[src/rtl/cordic_rot_sched_if.sv]
// cordic_rot_sched_if
//   Groups every signal around the round-robin CORDIC scheduler except clk and nreset.
//   slave  : the scheduler's view.
//   master : the environment's view (requesters, rotation core and result sink).
//   Requester side : hold, req_valid/req_ready handshake, and packed per-requester operands.
//   Core side      : core_en and operands out; core_xo, core_yo and core_vld in.
//   Result side    : res_valid, res_id, res_x, res_y.
//   Status         : inflight, idle, err.
interface cordic_rot_sched_if #(
  parameter int NUM_REQ       = 4,
  parameter int DATA_WIDTH    = 16,
  parameter int ANGLE_WIDTH   = 16,
  parameter int CORDIC_STAGES = 16,
  parameter int CORE_LATENCY  = 18,
  parameter int ID_W          = $clog2(NUM_REQ),
  parameter int CNT_W         = $clog2(CORE_LATENCY + 2)
);
  logic                               hold;
  logic [NUM_REQ-1:0]                 req_valid;
  logic [NUM_REQ-1:0]                 req_ready;
  logic [NUM_REQ-1:0]                 req_mode;
  logic [NUM_REQ*DATA_WIDTH-1:0]      req_x;
  logic [NUM_REQ*DATA_WIDTH-1:0]      req_y;
  logic [NUM_REQ*ANGLE_WIDTH-1:0]     req_angle;
  logic [NUM_REQ*CORDIC_STAGES-1:0]   req_dir;
  logic [NUM_REQ*2-1:0]               req_quad;
  logic                               core_en;
  logic                               core_mode;
  logic [DATA_WIDTH-1:0]              core_x;
  logic [DATA_WIDTH-1:0]              core_y;
  logic [ANGLE_WIDTH-1:0]             core_angle;
  logic [CORDIC_STAGES-1:0]           core_dir;
  logic [1:0]                         core_quad;
  logic [DATA_WIDTH-1:0]              core_xo;
  logic [DATA_WIDTH-1:0]              core_yo;
  logic                               core_vld;
  logic                               res_valid;
  logic [ID_W-1:0]                    res_id;
  logic [DATA_WIDTH-1:0]              res_x;
  logic [DATA_WIDTH-1:0]              res_y;
  logic [CNT_W-1:0]                   inflight;
  logic                               idle;
  logic                               err;

  modport slave (
    input  hold, req_valid, req_mode, req_x, req_y, req_angle, req_dir, req_quad,
    input  core_xo, core_yo, core_vld,
    output req_ready, core_en, core_mode, core_x, core_y, core_angle, core_dir, core_quad,
    output res_valid, res_id, res_x, res_y, inflight, idle, err
  );

  modport master (
    output hold, req_valid, req_mode, req_x, req_y, req_angle, req_dir, req_quad,
    output core_xo, core_yo, core_vld,
    input  req_ready, core_en, core_mode, core_x, core_y, core_angle, core_dir, core_quad,
    input  res_valid, res_id, res_x, res_y, inflight, idle, err
  );
endinterface

[src/rtl/cordic_rot_sched.sv]
// cordic_rot_sched
//   Shares one pipelined CORDIC rotation core among NUM_REQ requesters.
//   A combinational round-robin arbiter issues at most one grant per cycle.
//   The granted operands are registered onto the core inputs.
//   A CORE_LATENCY-deep tag pipeline returns each result with its owner's ID.
// Ports
//   clk    : rising-edge clock.
//   nreset : synchronous active-low reset. The same net resets the core.
//   bus    : cordic_rot_sched_if.slave. It carries the requester, core, result and status signals.
// The tag pipeline requires CORE_LATENCY >= 2.
module cordic_rot_sched #(
  parameter int NUM_REQ       = 4,
  parameter int DATA_WIDTH    = 16,
  parameter int ANGLE_WIDTH   = 16,
  parameter int CORDIC_STAGES = 16,
  parameter int CORE_LATENCY  = 18,
  parameter int ID_W          = $clog2(NUM_REQ)
) (
  input  logic               clk,
  input  logic               nreset,
  cordic_rot_sched_if.slave  bus
);
  localparam int CNT_W = $clog2(CORE_LATENCY + 2);

  logic [ID_W-1:0]          r_ptr;
  logic                     r_core_en;
  logic [ID_W-1:0]          r_issue_id;
  logic                     r_core_mode;
  logic [DATA_WIDTH-1:0]    r_core_x;
  logic [DATA_WIDTH-1:0]    r_core_y;
  logic [ANGLE_WIDTH-1:0]   r_core_angle;
  logic [CORDIC_STAGES-1:0] r_core_dir;
  logic [1:0]               r_core_quad;
  logic [CORE_LATENCY-1:0]  r_tag_v;
  logic [ID_W-1:0]          r_tag_id [CORE_LATENCY];
  logic                     r_res_valid;
  logic [ID_W-1:0]          r_res_id;
  logic [DATA_WIDTH-1:0]    r_res_x;
  logic [DATA_WIDTH-1:0]    r_res_y;
  logic [CNT_W-1:0]         r_inflight;
  logic                     r_err;

  logic [NUM_REQ-1:0]       w_ready;
  logic [ID_W-1:0]          w_gnt_id;
  logic [ID_W-1:0]          w_cand;
  logic                     w_found;
  logic                     w_tag_v;
  logic [ID_W-1:0]          w_tag_id;

  // Returns (base + off) mod NUM_REQ. The caller guarantees that base + off < 2*NUM_REQ.
  function automatic logic [ID_W-1:0] f_wrap(input int base, input int off);
    int s;
    s = base + off;
    if (s >= NUM_REQ) s = s - NUM_REQ;
    return ID_W'(s);
  endfunction

  // The search starts at r_ptr and wraps. Gating with nreset keeps req_ready low in the reset cycle.
  always_comb begin
    w_ready  = '0;
    w_gnt_id = '0;
    w_cand   = '0;
    w_found  = 1'b0;
    if (nreset && !bus.hold) begin
      for (int i = 0; i < NUM_REQ; i++) begin
        w_cand = f_wrap(int'(r_ptr), i);
        if (!w_found && bus.req_valid[w_cand]) begin
          w_found          = 1'b1;
          w_gnt_id         = w_cand;
          w_ready[w_cand]  = 1'b1;
        end
      end
    end
  end

  // The last tag stage lines up with core_vld.
  assign w_tag_v  = r_tag_v[CORE_LATENCY-1];
  assign w_tag_id = r_tag_id[CORE_LATENCY-1];

  always_ff @(posedge clk) begin
    if (!nreset) begin
      r_ptr        <= '0;
      r_core_en    <= 1'b0;
      r_issue_id   <= '0;
      r_core_mode  <= 1'b0;
      r_core_x     <= '0;
      r_core_y     <= '0;
      r_core_angle <= '0;
      r_core_dir   <= '0;
      r_core_quad  <= '0;
      r_tag_v      <= '0;
      for (int k = 0; k < CORE_LATENCY; k++) r_tag_id[k] <= '0;
      r_res_valid  <= 1'b0;
      r_res_id     <= '0;
      r_res_x      <= '0;
      r_res_y      <= '0;
      r_inflight   <= '0;
      r_err        <= 1'b0;
    end else begin
      r_core_en <= w_found;
      if (w_found) begin
        r_ptr        <= f_wrap(int'(w_gnt_id), 1);
        r_issue_id   <= w_gnt_id;
        r_core_mode  <= bus.req_mode[w_gnt_id];
        r_core_x     <= bus.req_x[int'(w_gnt_id)*DATA_WIDTH +: DATA_WIDTH];
        r_core_y     <= bus.req_y[int'(w_gnt_id)*DATA_WIDTH +: DATA_WIDTH];
        r_core_angle <= bus.req_angle[int'(w_gnt_id)*ANGLE_WIDTH +: ANGLE_WIDTH];
        r_core_dir   <= bus.req_dir[int'(w_gnt_id)*CORDIC_STAGES +: CORDIC_STAGES];
        r_core_quad  <= bus.req_quad[int'(w_gnt_id)*2 +: 2];
      end

      r_tag_v     <= {r_tag_v[CORE_LATENCY-2:0], r_core_en};
      r_tag_id[0] <= r_issue_id;
      for (int k = 1; k < CORE_LATENCY; k++) r_tag_id[k] <= r_tag_id[k-1];

      // A core_vld without a valid tag sets err and emits no result.
      r_res_valid <= bus.core_vld & w_tag_v;
      if (bus.core_vld && w_tag_v) begin
        r_res_id <= w_tag_id;
        r_res_x  <= bus.core_xo;
        r_res_y  <= bus.core_yo;
      end
      if (bus.core_vld != w_tag_v) r_err <= 1'b1;

      case ({r_core_en, r_res_valid})
        2'b10:   r_inflight <= r_inflight + CNT_W'(1);
        2'b01:   r_inflight <= r_inflight - CNT_W'(1);
        default: r_inflight <= r_inflight;
      endcase
    end
  end

  assign bus.req_ready  = w_ready;
  assign bus.core_en    = r_core_en;
  assign bus.core_mode  = r_core_mode;
  assign bus.core_x     = r_core_x;
  assign bus.core_y     = r_core_y;
  assign bus.core_angle = r_core_angle;
  assign bus.core_dir   = r_core_dir;
  assign bus.core_quad  = r_core_quad;
  assign bus.res_valid  = r_res_valid;
  assign bus.res_id     = r_res_id;
  assign bus.res_x      = r_res_x;
  assign bus.res_y      = r_res_y;
  assign bus.inflight   = r_inflight;
  assign bus.err        = r_err;
  assign bus.idle       = (r_inflight == '0) && !r_core_en && (bus.req_valid == '0);
endmodule

[src/flat_wrapper.sv]
// flat-port wrapper written by rule: the top's interface ports become plain ports
module cordic_rot_sched_flat 
#(
  parameter int NUM_REQ       = 4,
  parameter int DATA_WIDTH    = 16,
  parameter int ANGLE_WIDTH   = 16,
  parameter int CORDIC_STAGES = 16,
  parameter int CORE_LATENCY  = 18,
  parameter int ID_W          = $clog2(NUM_REQ)
)
  (clk, nreset, bus_hold, bus_req_valid, bus_req_mode, bus_req_x, bus_req_y, bus_req_angle, bus_req_dir, bus_req_quad, bus_core_xo, bus_core_yo, bus_core_vld, bus_req_ready, bus_core_en, bus_core_mode, bus_core_x, bus_core_y, bus_core_angle, bus_core_dir, bus_core_quad, bus_res_valid, bus_res_id, bus_res_x, bus_res_y, bus_inflight, bus_idle, bus_err);
  cordic_rot_sched_if #(.NUM_REQ(NUM_REQ), .DATA_WIDTH(DATA_WIDTH), .ANGLE_WIDTH(ANGLE_WIDTH), .CORDIC_STAGES(CORDIC_STAGES), .CORE_LATENCY(CORE_LATENCY), .ID_W(ID_W)) bus_i ();
  input  logic clk;
  input  logic nreset;
  input wire logic [$bits(bus_i.hold)-1:0] bus_hold;
  input wire logic [$bits(bus_i.req_valid)-1:0] bus_req_valid;
  input wire logic [$bits(bus_i.req_mode)-1:0] bus_req_mode;
  input wire logic [$bits(bus_i.req_x)-1:0] bus_req_x;
  input wire logic [$bits(bus_i.req_y)-1:0] bus_req_y;
  input wire logic [$bits(bus_i.req_angle)-1:0] bus_req_angle;
  input wire logic [$bits(bus_i.req_dir)-1:0] bus_req_dir;
  input wire logic [$bits(bus_i.req_quad)-1:0] bus_req_quad;
  input wire logic [$bits(bus_i.core_xo)-1:0] bus_core_xo;
  input wire logic [$bits(bus_i.core_yo)-1:0] bus_core_yo;
  input wire logic [$bits(bus_i.core_vld)-1:0] bus_core_vld;
  output wire logic [$bits(bus_i.req_ready)-1:0] bus_req_ready;
  output wire logic [$bits(bus_i.core_en)-1:0] bus_core_en;
  output wire logic [$bits(bus_i.core_mode)-1:0] bus_core_mode;
  output wire logic [$bits(bus_i.core_x)-1:0] bus_core_x;
  output wire logic [$bits(bus_i.core_y)-1:0] bus_core_y;
  output wire logic [$bits(bus_i.core_angle)-1:0] bus_core_angle;
  output wire logic [$bits(bus_i.core_dir)-1:0] bus_core_dir;
  output wire logic [$bits(bus_i.core_quad)-1:0] bus_core_quad;
  output wire logic [$bits(bus_i.res_valid)-1:0] bus_res_valid;
  output wire logic [$bits(bus_i.res_id)-1:0] bus_res_id;
  output wire logic [$bits(bus_i.res_x)-1:0] bus_res_x;
  output wire logic [$bits(bus_i.res_y)-1:0] bus_res_y;
  output wire logic [$bits(bus_i.inflight)-1:0] bus_inflight;
  output wire logic [$bits(bus_i.idle)-1:0] bus_idle;
  output wire logic [$bits(bus_i.err)-1:0] bus_err;
  assign bus_i.hold = bus_hold;
  assign bus_i.req_valid = bus_req_valid;
  assign bus_i.req_mode = bus_req_mode;
  assign bus_i.req_x = bus_req_x;
  assign bus_i.req_y = bus_req_y;
  assign bus_i.req_angle = bus_req_angle;
  assign bus_i.req_dir = bus_req_dir;
  assign bus_i.req_quad = bus_req_quad;
  assign bus_i.core_xo = bus_core_xo;
  assign bus_i.core_yo = bus_core_yo;
  assign bus_i.core_vld = bus_core_vld;
  assign bus_req_ready = bus_i.req_ready;
  assign bus_core_en = bus_i.core_en;
  assign bus_core_mode = bus_i.core_mode;
  assign bus_core_x = bus_i.core_x;
  assign bus_core_y = bus_i.core_y;
  assign bus_core_angle = bus_i.core_angle;
  assign bus_core_dir = bus_i.core_dir;
  assign bus_core_quad = bus_i.core_quad;
  assign bus_res_valid = bus_i.res_valid;
  assign bus_res_id = bus_i.res_id;
  assign bus_res_x = bus_i.res_x;
  assign bus_res_y = bus_i.res_y;
  assign bus_inflight = bus_i.inflight;
  assign bus_idle = bus_i.idle;
  assign bus_err = bus_i.err;
  cordic_rot_sched #(.NUM_REQ(NUM_REQ), .DATA_WIDTH(DATA_WIDTH), .ANGLE_WIDTH(ANGLE_WIDTH), .CORDIC_STAGES(CORDIC_STAGES), .CORE_LATENCY(CORE_LATENCY), .ID_W(ID_W)) u_core (.clk(clk), .nreset(nreset), .bus(bus_i));
endmodule
[config.mk]
export PLATFORM = sky130hd
export DESIGN_NAME = cordic_rot_sched_flat
export DESIGN_NICKNAME = d
export VERILOG_FILES = /design/src/rtl/cordic_rot_sched_if.sv /design/src/rtl/cordic_rot_sched.sv /design/src/flat_wrapper.sv
export SDC_FILE = /design/constraint.sdc
export NUM_CORES = 1
export LEC_CHECK = 0
export BUFFER_PORTS_ARGS = -buffer_cell sky130_fd_sc_hd__buf_4
export CORE_MARGIN = 4
export CORE_UTILIZATION = 30
export DETAILED_ROUTE_END_ITERATION = 10
export PLACE_DENSITY_LB_ADDON = 0.25
export SLEW_MARGIN = 0
export SYNTH_ARGS = -nofsm -noshare
export SYNTH_HDL_FRONTEND = slang
export SYNTH_SLANG_ARGS = --single-unit
[constraint.sdc]
create_clock -name clk -period 3.9 [get_ports clk]
set_clock_uncertainty 0.05 [all_clocks]
set_input_delay 0.975 -clock clk [delete_from_list [all_inputs] [get_ports clk]]
set_output_delay 0.975 -clock clk [all_outputs]
set_load 0.02 [all_outputs]
==> flow_summary.yaml <==
sta:
  worst_pin_slew_ns: 1.12
  period_needed_ns: 3.61
  fmax_ghz: 0.277
  max_slew_margin: 0.229
  fin_ws_ns: 0.292
  setup_viol: 0
  rsz0062_at_grt: "no"
  slew_violations: 0
  finalHoldWorstSlack_ns: 0.373
  final-hold-violation-count: 0
  fin_crit_sh: 0.925
  setup_tns_ns: 0
power:
  vdd_drop_max_mv: 0.275
  power.leakage_uw: 0.00561
  p_per_area_nw_per_um2: 430
  total_power_uw: 5070
worst_setup_path:
  path_max_fanout: 8
  cp.required_ns: 2.87
  start_kind: "flop"
  critPathCaptureType: "output pin"
  crit_path_max_incr_delay_ns: 0.47
  cp_cell_sequence: "inv_1 > ha_1 > mux4_2 > nor2b_1 > buf_4 > a22oi_1 > nor2_1 > a221oi_1 > nor2_1 > buf_4"
  cp_top_family: "adder cells"
  path_class: "flop to output pin"
  crit_path_top_delay_cell: "ha_1"
  worstPathArrival_ns: 2.58
  path_buf_inv: 3
logic_synthesis:
  synth_top_area_frac: 0.434
  ys_ff_latch: 167
  netlist.top_cell.by_area: "dfxtp_1"
  synth_edf_count: 0
  synthTopCellsByCount: "dfxtp_1 (167), mux2i_1 (139), nor2_1 (58)"
  synthArstFlopShare: 0
  synthFlopType: "dfxtp_1"
  synthDistinctLibCells: 45
  syn_nets: 1087
  syn_area_per_cell_sq_um: 10.1
  synth_area_leaders: "dfxtp_1 (43%), mux2i_1 (18%), a221oi_1 (6.5%)"
  yosysWarnings: 0
  syn_area_sq_um: 7700
  yosysMostFrequentCell: "dfxtp_1"
  syn_inst: 765
  yosysSeqAreaShare: 0.434
hold_path:
  hold_path.class: "flop to flop"
grt:
  grt_pass1_wl_um: 44000
  grt_overflow_total: 0
  track_usage: 0.198
  grt_pass1_vias: 7492
  grt_max_degree: 106
  antenna_found_initial: 3
clocking:
  clock_path_buffers: 2
  hold_buffers: 0
  htree_levels: 4
  cts_inserted_buffers: 17
  cts_sinks: 167
  clock-root-buffer: "clkbuf_16"
  clkTransAtPathRegs_ns: 0.08
  cts_tree: "built"
  clock_latency_ns: 0.42
floorplan:
  coreArea_sq_um: 25200
  ios: 422
  die_x_um: 168
  die_h_um: 168
  start_util: 0.306
  dieArea_sq_um: 28300
  rows: 58
place:
  pre_cts_ws_ns: 0.167
  portBuffers: 421
  hpwl_um: 23000
  routabilityCongestion: 0.896
cells_and_area:
  fillers: 2447
  finish.utilization: 0.468
  nNetsFinal: 1480
  syn2layout_area_growth_pct: 53.1
  layout-drive-gt1-share: 0.422
detailed_routing:
  ant_nets: 0
  viasPerCell: 4.93
  dr.pass1.iters: 5
  wl_per_cell_um: 19.9
  drc: 0
  vias: 7413
  wirelength_um: 29900
  drt_iter0_drc: 361
flow_run:
  max-cap-violations: 0
run_status:
  status: "finished, final reports clean"
-- final cells by class --
class,count,area (sq um),share of cell area
inverters,6,22.5,0.00191
clock inverters,14,178,0.0151
well taps,330,413,0.0350
diodes,3,7.51,0.000637
multi-input cells,523,4010,0.340
repair buffers,443,3380,0.286
clock buffers,18,439,0.0373
flip-flops and latches,167,3340,0.284
-- through the flow --
step	instances	instance area [sq um]
CTS	1501	11800
floorplan	765	7700
detailed placement	1469	11200
global placement	1469	11200
global route	1504	11800
finish	1504	11800
-- cell usage in the layout, fill, tap and decap left out, drive strengths merged, types with 13 or more instances in the layout --
cell and instances:
a21oi 56, a221oi 59, and2 54, and3 15, buf 443, clkbuf 18
dfxtp 167, ha 13, mux2i 139, nand2 20, nor2 59, nor3 18
-- state kept, by name, indices dropped and copies added (netlist names) --
register,count
u_core.r_tag_id,36
u_core.r_tag_v,18
u_core.bus.core_angle,16
u_core.bus.core_dir,16
u_core.bus.core_x,16
u_core.bus.core_y,16
u_core.bus.res_x,16
u_core.bus.res_y,16
u_core.bus.inflight,5
u_core.bus.core_quad,2
u_core.bus.res_id,2
u_core.r_issue_id,2
u_core.r_ptr,2
u_core.bus.core_en,1
u_core.bus.core_mode,1
u_core.bus.err,1
u_core.bus.res_valid,1
-- path summary, 6_finish.rpt --
| kind | from | end | slack, ns | cells past startpoint |
|---|---|---|---|---|
| worst min register to register | u_core.r_tag_id[13][0] | u_core.r_tag_id[14][0] | 0.37 | 1 |
| worst max-delay path | u_core.r_ptr[0] | bus_req_ready[2] | 0.29 | 10 |
| worst min-delay path | u_core.r_tag_id[13][0] | u_core.r_tag_id[14][0] | 0.37 | 1 |
| worst max register to register | u_core.r_ptr[0] | u_core.bus.core_angle[6] | 0.43 | 10 |
-- per-layer routing --
layer,wire [um],vias to the layer above,global-route usage
met5,0,-,0
met4,520,0,0.0526
met3,2290,37,0.0552
met2,15100,297,0.337
met1,12000,3446,0.247
li1,-,3633,-
-- report_power, final --
group	internal, uW	switching [uW]
clock network	891	828
logic	699	754
registers	1820	74.7
total	3410	1660
-- logic make-up after synthesis --
logic type / Yosys count / share of synthesized area
AND/OR/NAND/NOR: 195 / 0.133
flip-flops: 167 / 0.434
AO/OA/AOI/OAI: 163 / 0.154
multiplexers: 145 / 0.194
buffers and inverters: 75 / 0.0517
adder cells (fa/ha/maj): 14 / 0.0237
XOR/XNOR: 6 / 0.00878
-- what timing repair did --
item                       CTS  global route
resized for setup            0             1
hold endpoints to repair     0             0
setup buffers                0             0
setup endpoints to repair    0             4
Power figures use the tool's default switching activity.
